--- config.mk ---
export PLATFORM = sky130hd
export DESIGN_NAME = crc_check_sequencer
export DESIGN_NICKNAME = d
export VERILOG_FILES = /design/src/rtl/crc_check_sequencer.sv
export SDC_FILE = /design/constraint.sdc
export NUM_CORES = 1
export LEC_CHECK = 0
export BUFFER_PORTS_ARGS = -buffer_cell sky130_fd_sc_hd__buf_2
export CORE_MARGIN = 3
export CORE_UTILIZATION = 35
export DETAILED_ROUTE_END_ITERATION = 16
export SLEW_MARGIN = 40
export SYNTH_ARGS = -nofsm -noshare
export SYNTH_HDL_FRONTEND = slang
export SYNTH_SLANG_ARGS = --single-unit
--- constraint.sdc ---
create_clock -name clk -period 1.3 [get_ports clk]
set_input_delay 0.195 -clock clk [delete_from_list [all_inputs] [get_ports clk]]
set_output_delay 0.195 -clock clk [all_outputs]
set_load 0.05 [all_outputs]
--- src/rtl/crc_check_sequencer.sv ---
// Frame sequencer for the external combinational check_CRC block: collects a
// data/CRC byte pair, waits a settle window, evaluates, and escalates failures.
module crc_check_sequencer #(
  parameter int SETTLE_CYCLES = 2,
  parameter int MAX_FAILS     = 3
) (
  input  logic       clk,
  input  logic       rst_n,
  input  logic [7:0] in_byte,
  input  logic       in_valid,
  output logic       in_ready,
  output logic [7:0] chk_dado,
  output logic [7:0] chk_crc,
  input  logic       ck_crc,
  input  logic       ck_alarme,
  output logic [7:0] out_data,
  output logic       out_valid,
  output logic       alarm,
  output logic       retry_req,
  output logic [3:0] fail_count,
  output logic       sensor_fault,
  input  logic       clear_fault
);

  typedef enum logic [2:0] {IDLE, GET_CRC, SETTLE, EVAL, FAULT} state_t;

  // Counter is loaded with SETTLE_CYCLES-1 so EVAL samples SETTLE_CYCLES+1 edges after the CRC byte.
  localparam logic [3:0] SETTLE_LOAD = 4'(SETTLE_CYCLES - 1);
  localparam logic [3:0] FAIL_LIMIT  = 4'(MAX_FAILS);

  state_t     state, state_nxt;
  logic [3:0] settle_cnt, settle_cnt_nxt;
  logic [7:0] chk_dado_nxt, chk_crc_nxt, out_data_nxt;
  logic       out_valid_nxt, alarm_nxt, retry_nxt, fault_nxt, ready_nxt;
  logic [3:0] count_nxt, count_inc;
  logic       xfer;

  function automatic logic [3:0] sat_inc(input logic [3:0] v);
    return (v == 4'hF) ? v : v + 4'd1;
  endfunction

  assign xfer      = in_valid && in_ready;
  assign count_inc = sat_inc(fail_count);

  always_comb begin
    state_nxt      = state;
    settle_cnt_nxt = settle_cnt;
    chk_dado_nxt   = chk_dado;
    chk_crc_nxt    = chk_crc;
    out_data_nxt   = out_data;
    out_valid_nxt  = 1'b0;
    alarm_nxt      = 1'b0;
    retry_nxt      = 1'b0;
    count_nxt      = fail_count;
    fault_nxt      = sensor_fault;

    if (clear_fault) begin
      count_nxt = 4'd0;
      fault_nxt = 1'b0;
    end

    case (state)
      IDLE: begin
        if (xfer) begin
          chk_dado_nxt = in_byte;
          state_nxt    = GET_CRC;
        end
      end
      GET_CRC: begin
        if (xfer) begin
          chk_crc_nxt    = in_byte;
          settle_cnt_nxt = SETTLE_LOAD;
          state_nxt      = SETTLE;
        end
      end
      SETTLE: begin
        if (settle_cnt == 4'd0) state_nxt = EVAL;
        else                    settle_cnt_nxt = settle_cnt - 4'd1;
      end
      EVAL: begin
        state_nxt = IDLE;
        if (ck_crc) begin
          out_data_nxt  = chk_dado;
          out_valid_nxt = 1'b1;
          alarm_nxt     = ck_alarme;
          count_nxt     = 4'd0;
        end else begin
          retry_nxt = 1'b1;
          // A coincident clear_fault overrides the failure accounting.
          if (!clear_fault) begin
            count_nxt = count_inc;
            if (count_inc >= FAIL_LIMIT) begin
              fault_nxt = 1'b1;
              state_nxt = FAULT;
            end
          end
        end
      end
      FAULT: begin
        if (clear_fault) state_nxt = IDLE;
      end
      default: state_nxt = IDLE;
    endcase

    ready_nxt = (state_nxt == IDLE) || (state_nxt == GET_CRC);
  end

  always_ff @(posedge clk) begin
    if (!rst_n) begin
      state        <= IDLE;
      settle_cnt   <= 4'd0;
      in_ready     <= 1'b0;
      chk_dado     <= 8'h00;
      chk_crc      <= 8'h00;
      out_data     <= 8'h00;
      out_valid    <= 1'b0;
      alarm        <= 1'b0;
      retry_req    <= 1'b0;
      fail_count   <= 4'd0;
      sensor_fault <= 1'b0;
    end else begin
      state        <= state_nxt;
      settle_cnt   <= settle_cnt_nxt;
      in_ready     <= ready_nxt;
      chk_dado     <= chk_dado_nxt;
      chk_crc      <= chk_crc_nxt;
      out_data     <= out_data_nxt;
      out_valid    <= out_valid_nxt;
      alarm        <= alarm_nxt;
      retry_req    <= retry_nxt;
      fail_count   <= count_nxt;
      sensor_fault <= fault_nxt;
    end
  end

endmodule

==> results of run 1 <==
cell families (layout without fill, tap and decap cells):
logic type               Yosys count  count (layout)  synth area share (%)
AND/OR/NAND/NOR                   72              72                  22.9
flip-flops                        40              40                  48.6
AO/OA/AOI/OAI                     25              25                  9.50
multiplexers                      18              18                  11.0
buffers and inverters             16              88                  4.79
XOR/XNOR                           3               3                  1.60
adder cells (fa/ha/maj)            2               2                  1.52
worst register-to-register path, delay by kind of cell, from the launching register on:
kind | cells | cell delay [ns]
and+or+nand+nor | 3 | 0.61
DFF | 1 | 0.33
muxes | 1 | 0.29
adders and majority gates | 1 | 0.12
buffers and inverters | 1 | 0.06
final timing paths:
kind	end	slack (ns)	depth (start not counted)
max	settle_cnt[1]$_SDFFE_PN0P_	-0.16	6
min	alarm$_SDFF_PN0_	0.10	2
max reg2reg	settle_cnt[1]$_SDFFE_PN0P_	-0.16	6
min reg2reg	sensor_fault$_SDFF_PN0_	0.45	2
routing by layer:
layer	up-vias	share of wire (%)	GRT usage [%]
met5	-	0	0
met4	0	1.9	6.72
met3	6	3.8	3.92
met2	26	47	22.8
met1	669	47	18.3
li1	741	-	-
power groups by stage:
stage | Combinational, uW | Clock (uW) | Sequential (uW)
2_1_floorplan | 140 | 0 | 1390
3_5_place_dp | 342 | 0 | 1310
4_1_cts | 344 | 1070 | 1280
6_report | 352 | 1040 | 1280
3_3_place_gp | 339 | 0 | 1310
5_1_grt | 379 | 1120 | 1280
synth_stat cells, types with 2 or more instances:
master	count	share of area, %
dfxtp_1	40	49
nand2_1	23	5.2
mux2i_1	17	10
a21oi_1	13	4.0
nor2_1	13	3.0
nor2b_1	10	3.8
inv_1	7	1.6
nor3_1	6	1.8
and2_1	4	1.5
buf_2	3	0.91
nand2b_1	3	1.1
nand3_1	3	0.91
a211oi_1	2	0.91
and3_1	2	0.76
buf_4	2	0.91
clkbuf_1	2	0.46
ha_1	2	1.5
o21ai_0	2	0.61
xor2_1	2	1.1
state kept, by name, summed over array words and instances, names as in the netlist:
name	count
in_ready	1
out_data	8
fail_count	4
alarm	1
state	3
retry_req	1
settle_cnt	4
chk_crc	8
sensor_fault	1
chk_dado	8
out_valid	1
final cells by class:
cell class	count	area (sq um)	share of cell area, %
Timing Repair Buffer	72	484	20.4
Clock buffer	5	68.8	2.90
Sequential cell	40	827	34.9
Tap cell	52	65.1	2.74
Multi-Input combinational cell	120	848	35.8
Inverter	8	30.0	1.27
Clock inverter	3	47.5	2.01
timing repair:
action	CTS	global route
pin swaps	1	10
buffers inserted	0	1
endpoints found under the hold margin	0	0
gates cloned	0	1
setup endpoints to repair	31	24
gates resized for setup	6	7
metrics by stage:
stage	setup TNS [ns]	cell area (sq um)	setup slack, ns	std cells
2_1_floorplan	-2.24	1730	-0.195	176
3_3_place_gp	-0.328	2180	-0.124	290
3_5_place_dp	-0.553	2180	-0.139	290
4_1_cts	-0.447	2310	-0.164	298
5_1_grt	-2.27	2370	-0.236	300
6_report	-0.602	2370	-0.164	300
==> out/qor.txt, run 1 <==
status -> finished, violations left
violated checks -> negative setup slack
most frequent cells in the layout -> buf_2, dfxtp_1, nand2_1, buf_4, mux2i_1
EDFF count, synth -> 0
I/O Pins -> 47
# diodes -> 0
Clock Sinks -> 40
worst min path class -> primary input to register
CTS tree -> done
# port buffers -> 46
hold path startpoint -> ck_alarme
DRC -> 0
worst skew pair latency -> 0.30 ns
clk_skew -> 0.00800 ns
Max-cap violations -> 0
Reg power frac -> 47.8%
vias in the first global route -> 1312
first-pass GRT wire length -> 6130 um
switching power total -> 692 uW
critical path's largest stage delay -> 0.37 ns
fin. max-slew vios -> 0
Worst EP arrival -> 1.70 ns
Power Total -> 2670 uW
Hold Vio Cnt, Final -> 0
Leak -> 0.00103 uW
ys async rst share -> 0%
Die X -> 74.6 um
Yosys reg bits -> 40
Comb pwr share -> 13.2%
Switching Fraction -> 25.9%
VDD IR max -> 0.439 mV
CP Cell Sequence -> inv_2, ha_4, or3b_4, and2_4, mux2_4, nor2_1
worst path required time -> 1.54 ns
CP max stage cell -> or3b_4
GRT Total Usage -> 14.5%
Clk pwr share -> 39.0%
Tcrit/Tclk final -> 113%
RR Startpoint -> settle_cnt[1]$_SDFFE_PN0P_
Fmax -> 683 MHz
worst-path maximum fanout -> 3
routed len/inst -> 13.0 um
DRT iter0 DRCs -> 55
commonest non-fill, non-tap cell in the layout -> buf_2
unrepaired setup endpoints after global routing -> true
PD cells -> 1130 nW/um^2
Post-Route Utilization -> 53.4%
critical path type -> register to register
type of origin of the critical path -> register
Clock transition at path regs -> 0.09 ns
worst setup margin -> -0.164 ns
die height -> 74.6 um
Area Growth Syn to Fin -> 44.0%
Initial Util -> 37.0%
CTS buffer count -> 5
CTS max path bufs -> 2
total gr overflow -> 0
ys flop type -> dfxtp_1
Pre-antenna DRT Iters -> 4
Post-DP HPWL -> 2740 um
unique cell type count in the Yosys netlist -> 39
CTS Hold Bufs -> 0
Clock Tree Root -> clkbuf_8
CP Capture Type -> register
htree depth -> 2
WHS -> 0.104 ns
Buf/Inv on CP -> 1
Relative slew margins -> 73.0%
largest net degree at the start of global routing -> 19
Die Area -> 5560 sq um
Post-Route WL -> 3900 um
initial antenna violation count -> 0
drt via density -> 4.81
Setup-failing EPs final -> 14
Syn Inst Count -> 176
core box area -> 4440 sq um
RD Place Congestion -> 0.783
Final nets -> 263
Ys Warns -> 0
Internal -> 1980 uW
ANT nets after route -> 0
sequential-to-total area share from yosys stat -> 48.6%
CP Launch Point -> settle_cnt[1]$_SDFFE_PN0P_
Cell Rows -> 24
worst slew pin tran -> 0.399 ns
fillcell total -> 420
post-route minimum period -> 1.46 ns
Syn Std Cell Area -> 1650 sq um
share of cells above drive strength 1 -> 43.5%
CP top delay family -> simple AND/OR/NAND/NOR gates
DR vias -> 1442
syn avg cell area -> 9.36 sq um
net count after synthesis -> 192
Note: power is estimated with default switching activity, not from simulation.
==> inputs of run 2 (changes only) <==
--- a/config.mk
+++ b/config.mk
@@ -6,9 +6,11 @@
 export NUM_CORES = 1
 export LEC_CHECK = 0
 export BUFFER_PORTS_ARGS = -buffer_cell sky130_fd_sc_hd__buf_2
+export CORE_ASPECT_RATIO = 2
 export CORE_MARGIN = 3
 export CORE_UTILIZATION = 35
 export DETAILED_ROUTE_END_ITERATION = 16
+export REMOVE_ABC_BUFFERS = 1
 export SLEW_MARGIN = 40
 export SYNTH_ARGS = -nofsm -noshare
 export SYNTH_HDL_FRONTEND = slang
==> out/qor.txt, run 2 (synthesized netlist as in run 1, its figures left out) <==
CTS tree -> done (unchanged)
Clock transition at path regs -> 0.08 ns (was 0.09 ns)
FF-to-FF path depth -> 6 (unchanged)
CTS max path bufs -> 2 (unchanged)
worst skew pair latency -> 0.30 ns (about the same)
Post-DP HPWL -> 3160 um (was 2740 um)
largest net degree at the start of global routing -> 14 (was 19)
most frequent cells in the layout -> buf_2, dfxtp_1, buf_4, nand2_1, mux2i_1 (was buf_2, dfxtp_1, nand2_1, buf_4, mux2i_1)
Clock Sinks -> 40 (unchanged)
DRC -> 0 (unchanged)
routed len/inst -> 13.5 um (was 13.0 um)
Min-Delay Path Depth -> 2 (unchanged)
share of cells above drive strength 1 -> 43.1% (was 43.5%)
Initial Util -> 37.2% (was 37.0%)
I/O Pins -> 47 (unchanged)
CTS Hold Bufs -> 0 (unchanged)
dpl cells -> 294 (was 290)
top flop regs -> chk_crc x8, chk_dado x8, out_data x8 (unchanged)
cell area after layout -> 2330 sq um (was 2370 sq um)
Die X -> 54.5 um (was 74.6 um)
clk_skew -> 0.00307 ns (was 0.00800 ns)
CTS buffer count -> 5 (unchanged)
Pre-antenna DRT Iters -> 4 (unchanged)
worst setup margin -> -0.181 ns (was -0.164 ns)
drt via density -> 4.84 (was 4.81)
vias in the first global route -> 1544 (was 1312)
DR vias -> 1487 (was 1442)
Setup-failing EPs final -> 11 (was 14)
worst slack, placed -> -0.187 ns (was -0.139 ns)
Post-Layout Cell Count -> 307 (was 300)
RD Place Congestion -> 0.859 (was 0.783)
setup_tns -> -0.514 ns (was -0.602 ns)
worst min path class -> primary input to register (unchanged)
# diodes -> 0 (unchanged)
status -> finished, violations left (unchanged)
DRT iter0 DRCs -> 21 (was 55)
critical path type -> register to register (unchanged)
Max-cap violations -> 0 (unchanged)
total gr overflow -> 0 (unchanged)
worst slew pin tran -> 0.354 ns (was 0.399 ns)
ANT nets after route -> 0 (unchanged)
Hold Vio Cnt, Final -> 0 (unchanged)
Cell Rows -> 34 (was 24)
CP Capture Type -> register (unchanged)
Worst EP arrival -> 1.72 ns (was 1.70 ns)
Fmax -> 675 MHz (was 683 MHz)
placed cell area -> 2100 sq um (was 2180 sq um)
# port buffers -> 46 (unchanged)
first-pass GRT wire length -> 6960 um (was 6130 um)
fin. max-slew vios -> 0 (unchanged)
Final nets -> 268 (was 263)
commonest non-fill, non-tap cell in the layout -> buf_2 (unchanged)
Area Growth Syn to Fin -> 41.6% (was 44.0%)
Relative slew margins -> 76.1% (was 73.0%)
unrepaired setup endpoints after global routing -> true (unchanged)
Leak -> 0.00103 uW (about the same)
Clock Tree Root -> clkbuf_8 (unchanged)
post-route minimum period -> 1.48 ns (was 1.46 ns)
worst path required time -> 1.54 ns (about the same)
core box area -> 4420 sq um (was 4440 sq um)
die height -> 103 um (was 74.6 um)
type of origin of the critical path -> register (unchanged)
htree depth -> 2 (unchanged)
PD cells -> 1070 nW/um^2 (was 1130 nW/um^2)
violated checks -> negative setup slack (unchanged)
Post-Route WL -> 4160 um (was 3900 um)
initial antenna violation count -> 0 (unchanged)
Tcrit/Tclk final -> 114% (was 113%)
worst-path maximum fanout -> 3 (unchanged)
VDD IR max -> 1.09 mV (was 0.439 mV)
Die Area -> 5610 sq um (was 5560 sq um)
GRT Total Usage -> 17.2% (was 14.5%)
-- run 2: cell count changes in the layout (fill, tap and decap cells not counted), moves of 2 or more --
| cell | previous run | this run |
|---|---|---|
| buf_4 | 21 | 26 |
| buf_6 | 1 | 4 |
| dfxtp_4 | 6 | 3 |
| buf_12 | 3 | 1 |
| dfxtp_2 | 3 | 5 |
| nor3_1 | 4 | 6 |
| nor3_2 | 2 | 0 |
-- run 2: timing repair --
| item | CTS | global route |
|---|---|---|
| pin swaps | 6 | 5 |
| endpoints found under the setup margin | 31 | 34 |
| buffers inserted | 3 | 2 |
| gates resized for setup | 19 | 16 |
-- run 2: metrics by stage --
stage	util, %	hold WS [ns]	total power (uW)
CTS	51.4	0.0897	2500
detailed placement	47.5	0.399	1630
floorplan	-	0.317	1500
global placement	47.5	0.401	1630
finish	52.7	0.0920	2480
global route	52.7	0.112	2590
-- run 2: layout make-up --
class | instances | area, sq um
Clock buffer | 6 | 72.6
Clock inverter | 2 | 16.3
Fill cell | 464 | 2090
Inverter | 8 | 30.0
Multi-Input combinational cell | 120 | 833
Sequential cell | 40 | 818
Tap cell | 54 | 67.6
Timing Repair Buffer | 77 | 493
-- run 2: path summary, 6_finish.rpt --
| path | slack, ns | to | from |
|---|---|---|---|
| setup / recovery | -0.18 | settle_cnt[1]$_SDFFE_PN0P_ | settle_cnt[0]$_SDFFE_PN0P_ |
| hold / removal | 0.09 | alarm$_SDFF_PN0_ | ck_alarme |
| setup reg to reg | -0.18 | settle_cnt[1]$_SDFFE_PN0P_ | settle_cnt[0]$_SDFFE_PN0P_ |
| hold reg to reg | 0.45 | sensor_fault$_SDFF_PN0_ | sensor_fault$_SDFF_PN0_ |
-- run 2: where the power goes --
group	internal (uW)	switching, uW	leakage, uW
sequential	1260	27.9	0.000328
clock	382	459	0.0000414
combinational	154	206	0.000657
total	1790	693	0.00103
-- run 2: worst max-delay path, stage by stage (launching register included) --
cell     delay [ns]
dfxtp_2        0.33
inv_2          0.06
ha_4           0.13
or3b_4         0.37
and2_4         0.16
mux2_4         0.30
nor2_2         0.07
-- run 2: routing by layer --
layer  GRT usage (%)  up-vias  share of wire [%]
li1                -      751                  -
met1            16.7      692                 37
met2            32.7       37                 57
met3            3.76        7                4.7
met4            7.10        0                1.8
met5               0        -                  0
